==> src/rtl/tdm_demux_pkg.sv <==
// Shared constants and state type for the 1-to-4 TDM demultiplexer.
// Imported by tdm_slot_counter and tdm_demux_1x4.
package tdm_demux_pkg;

    localparam int NUM_SLOTS  = 4;
    localparam int SLOT_IDX_W = 2;

    typedef enum logic {
        HUNT = 1'b0,
        RUN  = 1'b1
    } state_t;

endpackage

==> src/rtl/tdm_slot_counter.sv <==
// Slot index counter for the TDM demux: clear, load-to-1 and increment.
// last is high while the counter points at the final slot of a frame.
module tdm_slot_counter
    import tdm_demux_pkg::*;
(
    input  logic                  clk,
    input  logic                  rst,
    input  logic                  clr,
    input  logic                  load1,
    input  logic                  inc,
    output logic [SLOT_IDX_W-1:0] cnt,
    output logic                  last
);

    logic [SLOT_IDX_W-1:0] cnt_q;
    logic [SLOT_IDX_W-1:0] cnt_d;

    // Next count: clear wins over load, load wins over increment.
    always_comb begin
        cnt_d = cnt_q;
        if (clr) begin
            cnt_d = '0;
        end else if (load1) begin
            cnt_d = SLOT_IDX_W'(1);
        end else if (inc) begin
            cnt_d = cnt_q + 1'b1;
        end
    end

    // Counter register.
    always_ff @(posedge clk or posedge rst) begin
        if (rst) begin
            cnt_q <= '0;
        end else begin
            cnt_q <= cnt_d;
        end
    end

    assign cnt  = cnt_q;
    assign last = (cnt_q == SLOT_IDX_W'(NUM_SLOTS - 1));

endmodule

==> src/rtl/tdm_demux_1x4.sv <==
// 1-to-4 TDM demux: rebuilds 4-slot frames from SOF-tagged beats.
// Optional TDM_DEMUX_SYNC_ERR_EN adds a saturating sync error counter.
module tdm_demux_1x4
    import tdm_demux_pkg::*;
#(
    parameter int WIDTH = 1
) (
    input  logic                       clk,
    input  logic                       rst,
    input  logic                       in_valid,
    input  logic                       in_sof,
    input  logic [WIDTH-1:0]           in_data,
    output logic [NUM_SLOTS*WIDTH-1:0] out_data,
    output logic                       out_valid,
    output logic                       in_sync
`ifdef TDM_DEMUX_SYNC_ERR_EN
    ,
    output logic [7:0]                 err_cnt
`endif
);

    localparam int FW = NUM_SLOTS * WIDTH;

    state_t          state_q, state_d;
    logic [FW-1:0]   shadow_q, shadow_d;
    logic [FW-1:0]   out_data_q, out_data_d;
    logic            out_valid_q, out_valid_d;
    logic            in_sync_q, in_sync_d;

    logic                  cnt_clr;
    logic                  cnt_load1;
    logic                  cnt_inc;
    logic [SLOT_IDX_W-1:0] cnt;
    logic                  cnt_last;

    tdm_slot_counter u_cnt (
        .clk   (clk),
        .rst   (rst),
        .clr   (cnt_clr),
        .load1 (cnt_load1),
        .inc   (cnt_inc),
        .cnt   (cnt),
        .last  (cnt_last)
    );

    // Frame alignment FSM, slot capture and frame hand-off.
    always_comb begin
        state_d     = state_q;
        shadow_d    = shadow_q;
        out_data_d  = out_data_q;
        out_valid_d = 1'b0;
        cnt_clr     = 1'b0;
        cnt_load1   = 1'b0;
        cnt_inc     = 1'b0;
        if (in_valid) begin
            unique case (state_q)
                HUNT: begin
                    if (in_sof) begin
                        shadow_d[0 +: WIDTH] = in_data;
                        cnt_load1            = 1'b1;
                        state_d              = RUN;
                    end
                end
                RUN: begin
                    if (in_sof) begin
                        // Normal or early SOF: restart at slot 0.
                        shadow_d[0 +: WIDTH] = in_data;
                        cnt_load1            = 1'b1;
                    end else if (cnt == '0) begin
                        // Expected SOF missing: lost alignment.
                        cnt_clr = 1'b1;
                        state_d = HUNT;
                    end else begin
                        for (int k = 1; k < NUM_SLOTS; k++) begin
                            if (int'(cnt) == k) begin
                                shadow_d[k*WIDTH +: WIDTH] = in_data;
                            end
                        end
                        cnt_inc = 1'b1;
                        if (cnt_last) begin
                            out_data_d  = shadow_d;
                            out_valid_d = 1'b1;
                        end
                    end
                end
                default: state_d = HUNT;
            endcase
        end
        in_sync_d = (state_d == RUN);
    end

    // State, shadow and output registers.
    always_ff @(posedge clk or posedge rst) begin
        if (rst) begin
            state_q     <= HUNT;
            shadow_q    <= '0;
            out_data_q  <= '0;
            out_valid_q <= 1'b0;
            in_sync_q   <= 1'b0;
        end else begin
            state_q     <= state_d;
            shadow_q    <= shadow_d;
            out_data_q  <= out_data_d;
            out_valid_q <= out_valid_d;
            in_sync_q   <= in_sync_d;
        end
    end

    assign out_data  = out_data_q;
    assign out_valid = out_valid_q;
    assign in_sync   = in_sync_q;

`ifdef TDM_DEMUX_SYNC_ERR_EN
    logic       sync_err;
    logic [7:0] err_cnt_q, err_cnt_d;

    // Early SOF mid-frame or missing SOF at slot 0.
    always_comb begin
        sync_err  = 1'b0;
        if (in_valid && state_q == RUN) begin
            sync_err = in_sof ? (cnt != '0) : (cnt == '0);
        end
        err_cnt_d = err_cnt_q;
        if (sync_err && err_cnt_q != 8'hFF) begin
            err_cnt_d = err_cnt_q + 8'd1;
        end
    end

    // Saturating error count, cleared only by reset.
    always_ff @(posedge clk or posedge rst) begin
        if (rst) begin
            err_cnt_q <= '0;
        end else begin
            err_cnt_q <= err_cnt_d;
        end
    end

    assign err_cnt = err_cnt_q;
`endif

endmodule

==> config.mk <==
export PLATFORM = sky130hd
export DESIGN_NAME = tdm_demux_1x4
export DESIGN_NICKNAME = d
export VERILOG_FILES = /design/src/rtl/tdm_demux_pkg.sv /design/src/rtl/tdm_slot_counter.sv /design/src/rtl/tdm_demux_1x4.sv
export SDC_FILE = /design/constraint.sdc
export NUM_CORES = 1
export LEC_CHECK = 0
export ABC_CLOCK_PERIOD_IN_PS = 2050
export BUFFER_PORTS_ARGS = -buffer_cell sky130_fd_sc_hd__buf_2
export CAP_MARGIN = 40
export CORE_AREA = 3 3 40 42
export DETAILED_ROUTE_END_ITERATION = 6
export DIE_AREA = 0 0 43 45
export PLACE_DENSITY = 0.68
export SLEW_MARGIN = 25
export SYNTH_ARGS = -nofsm -noshare
export SYNTH_HDL_FRONTEND = slang
export SYNTH_HIERARCHICAL = 1
export SYNTH_SLANG_ARGS = --single-unit
==> constraint.sdc <==
create_clock -name clk -period 2.05 [get_ports clk]
set_clock_uncertainty 0.15 [all_clocks]
set_input_delay 0.1025 -clock clk [delete_from_list [all_inputs] [get_ports clk]]
set_output_delay 0.1025 -clock clk [all_outputs]
set_load 0.005 [all_outputs]
==> run_results.csv <==
group,metric,value,unit
synth,synth_top_cell_by_area,"dfrtp_1",
cts,cts_made_buffers,3,
synth,syn-cell-area,589.3,sq um
power_and_ir_drop,vdd.ir_drop.worst,0.5863,mV
cts,path_clk_slew,0.08,ns
worst_setup_path,endpoint,"out_data[2]",
drt,firstDrtPassIters,2,
sta,fin_crit_sh,76.49,%
worst_setup_path,rr_startpoint,"u_cnt/cnt[0]",
sta,rsz0062_at_grt,"false",
cts,clockRootBuffer,"clkbuf_4",
synth,yosys_warnings,6,
global_route,grt_usage,11.14,%
global_route,overflow,0,
cts,insertion_delay,0.27,ns
floorplanning,rows,13,
worst_setup_path,cp_max_fo,6,
global_route,grt_antenna_before_repair,0,
cts,cts_hold_buf,3,
drt,drc,0,
drt,vias_per_cell,4.896,
power_and_ir_drop,p_total,900.0,uW
synth,ys_types,17,
worst_hold_path,hold_class,"input port to flop",
worst_setup_path,cp_slowest_stage_delay,0.51,ns
global_route,grt_pass1_wl,1635,um
global_route,first_global_vias,365,
worst_setup_path,path_cells,"dlygate4sd3_1 -> buf_2 -> nand3b_4 -> nor3b_4 -> mux2_4",
cts,cts-htree-levels,1,
sta,tns,0,ns
cts,cts_tree,"built",
synth,synth_top_area_share,50.96,%
cells_and_area,final_cells,77,
worst_setup_path,r2r-end,"out_data[2]",
cells_and_area,areaGrowthSynthToFinish,22.93,%
worst_setup_path,r2r_setup_slack,0.48,ns
drt,antenna_left,0,
worst_setup_path,cp_top_family,"buffers and inverters",
worst_setup_path,crit_buf_inv,2,
worst_setup_path,endpoint_kind,"flop",
sta,post-route-min-period,1.568,ns
sta,maxSlewHeadroom,74.84,%
placement,gp_congestion,0.6991,
worst_setup_path,cp.arrival,1.57,ns
power_and_ir_drop,leakage,0.0003581,uW
drt,num_vias,377,
floorplanning,core,0.001285,sq mm
sta,clock.fmax,637.7,MHz
worst_setup_path,startpoint,"in_valid",
floorplanning,dieWidth,43,um
cts,post_cts_resized,0,
outcome,outcome,"completed",
synth,synthTopCellsByArea,"dfrtp_1 51%, mux2_4 10%, mux2_2 9.6%",
sta,maxSlewViolCount,0,
placement,dp_hpwl,701.1,um
sta,hold_violations,0,
placement,io_buffers,10,
synth,synth_seq_cells,12,
floorplanning,initial_core_util,45.86,%
synth,synth-seq-area-share,50.96,%
cells_and_area,drive_gt1_share,41.94,%
placement,placed_cells,70,
worst_setup_path,cp-start-kind,"input port",
synth,synthCells,45,
cells_and_area,nNetsFinal,69,
synth,syn_avg_cell_area,13.10,sq um
worst_setup_path,required,2.05,ns
worst_setup_path,path_class,"input port to flop",
worst_setup_path,ff2ff_path_depth,3,
worst_setup_path,cp_num_cells,5,
power_and_ir_drop,powerDensity,1242,mW/mm^2
cts,ctsLongestPathBuffers,2,
cells_and_area,n_fill_cell,115,
cts,cts.sinks,12,
drt,drt_iter0_drc,1,
flow_run,drv_cap,0,
worst_setup_path,cpMaxStageDelayCell,"dlygate4sd3_1",
cts,postCtsSetupRepairBufs,0,
cells_and_area,antenna_cells,0,
floorplanning,io_pins,11,
synth,syn-num-nets,51,
global_route,grt_max_degree,11,
drt,routed_wl,931,um
floorplanning,chipHeight,45,um
sta,tightest_slew,0.3770,ns
drt,wire_per_inst,12.09,um
sta,setup_viol,0,
floorplanning,die-area,0.001935,sq mm
-- power breakdown --
part           total, uW  leakage (uW)  internal [uW]  switching, uW
Combinational        314      0.000186            192            122
Clock                186     0.0000210            108           78.0
Sequential           401      0.000151            330           70.6
Total                900      0.000358            630            270
-- worst register-to-register path, stage by stage (launching register included) --
cell and delay [ns]:
dfrtp_1 0.45, ha_1 0.18, nor3b_4 0.34, mux2_4 0.33
-- how the worst min path moves through the flow --
stage | from | endpoint | cells after the start
final | in_sof | u_cnt/cnt[1] | 3
after global routing | in_sof | out_valid | 3
after CTS | in_sof | u_cnt/cnt[1] | 3
after detailed placement | rst | u_cnt/cnt[1] | 2
after global placement | rst | u_cnt/cnt[0] | 2
after floorplan | rst | u_cnt/cnt[0] | 1
-- placed cells by master (no fill, tap or decap) --
| cell type | synthesis | final |
|---|---|---|
| dfrtp_1 | 12 | 12 |
| buf_2 | 0 | 10 |
| mux2i_1 | 1 | 1 |
| inv_1 | 3 | 3 |
| and2_2 | 1 | 1 |
| xnor2_1 | 1 | 1 |
| a21oi_1 | 1 | 1 |
| nor3b_4 | 1 | 1 |
| clkbuf_8 | 0 | 1 |
| nand3b_4 | 1 | 1 |
| mux2_1 | 2 | 2 |
| a21o_1 | 1 | 1 |
| nand2b_1 | 2 | 2 |
| nand2_1 | 2 | 2 |
| nor2_1 | 5 | 5 |
| mux2_4 | 4 | 4 |
| ha_1 | 1 | 1 |
| nor3_1 | 2 | 2 |
| mux2_2 | 5 | 5 |
| dlygate4sd3_1 | 0 | 3 |
| clkbuf_4 | 0 | 3 |
-- cells by family after synthesis --
family | count (synthesis) | synth area share (%)
DFF | 12 | 50.96
AOI/OAI and AO/OA | 2 | 2.123
muxes | 12 | 25.26
xor gates and xnor gates | 1 | 1.486
buffers and inverters | 3 | 1.911
adders and majority gates | 1 | 2.123
and+or+nand+nor | 14 | 16.14
-- flip-flops by register name, summed over array words and instances, names as in the netlist --
register,flops
out_data,4
shadow_q,4
u_cnt/cnt,2
in_sync,1
out_valid,1
-- Yosys cell counts --
library cell	count
a21o_1	1
a21oi_1	1
and2_2	1
dfrtp_1	12
ha_1	1
inv_1	3
mux2_1	2
mux2_2	5
mux2_4	4
mux2i_1	1
nand2_1	2
nand2b_1	2
nand3b_4	1
nor2_1	5
nor3_1	2
nor3b_4	1
xnor2_1	1
-- routing by layer --
layer / part of all wire, % / track usage [%] / up-vias
li1: - / - / 193
met1: 53 / 15.79 / 177
met2: 43 / 16.77 / 7
met3: 4.8 / 2.789 / 0
met4: 0 / 3.614 / 0
met5: 0 / 0 / -
-- cell type report --
cell class,instances,area [sq um],area share [%]
multi-input cells,30,277.8,38.34
well taps,15,18.77,2.591
flip-flops and latches,12,300.3,41.45
inverters,3,11.26,1.554
clock buffers,4,36.28,5.009
repair buffers,13,80.08,11.05
-- stage by stage --
| step | utilization (%) | setup slack (ns) | hold slack (ns) | area (sq um) |
|---|---|---|---|---|
| floorplan | - | 0.5743 | -0.3063 | 589.3 |
| global placement | 51.22 | 0.5289 | -0.1832 | 658.1 |
| detailed placement | 51.22 | 0.4978 | -0.1818 | 658.1 |
| CTS | 56.38 | 0.4799 | 0.03772 | 724.4 |
| global route | 56.38 | 0.4185 | 0.06728 | 724.4 |
| finish | 56.38 | 0.4819 | 0.03357 | 724.4 |
No activity file was read; power rests on OpenSTA's default activity.
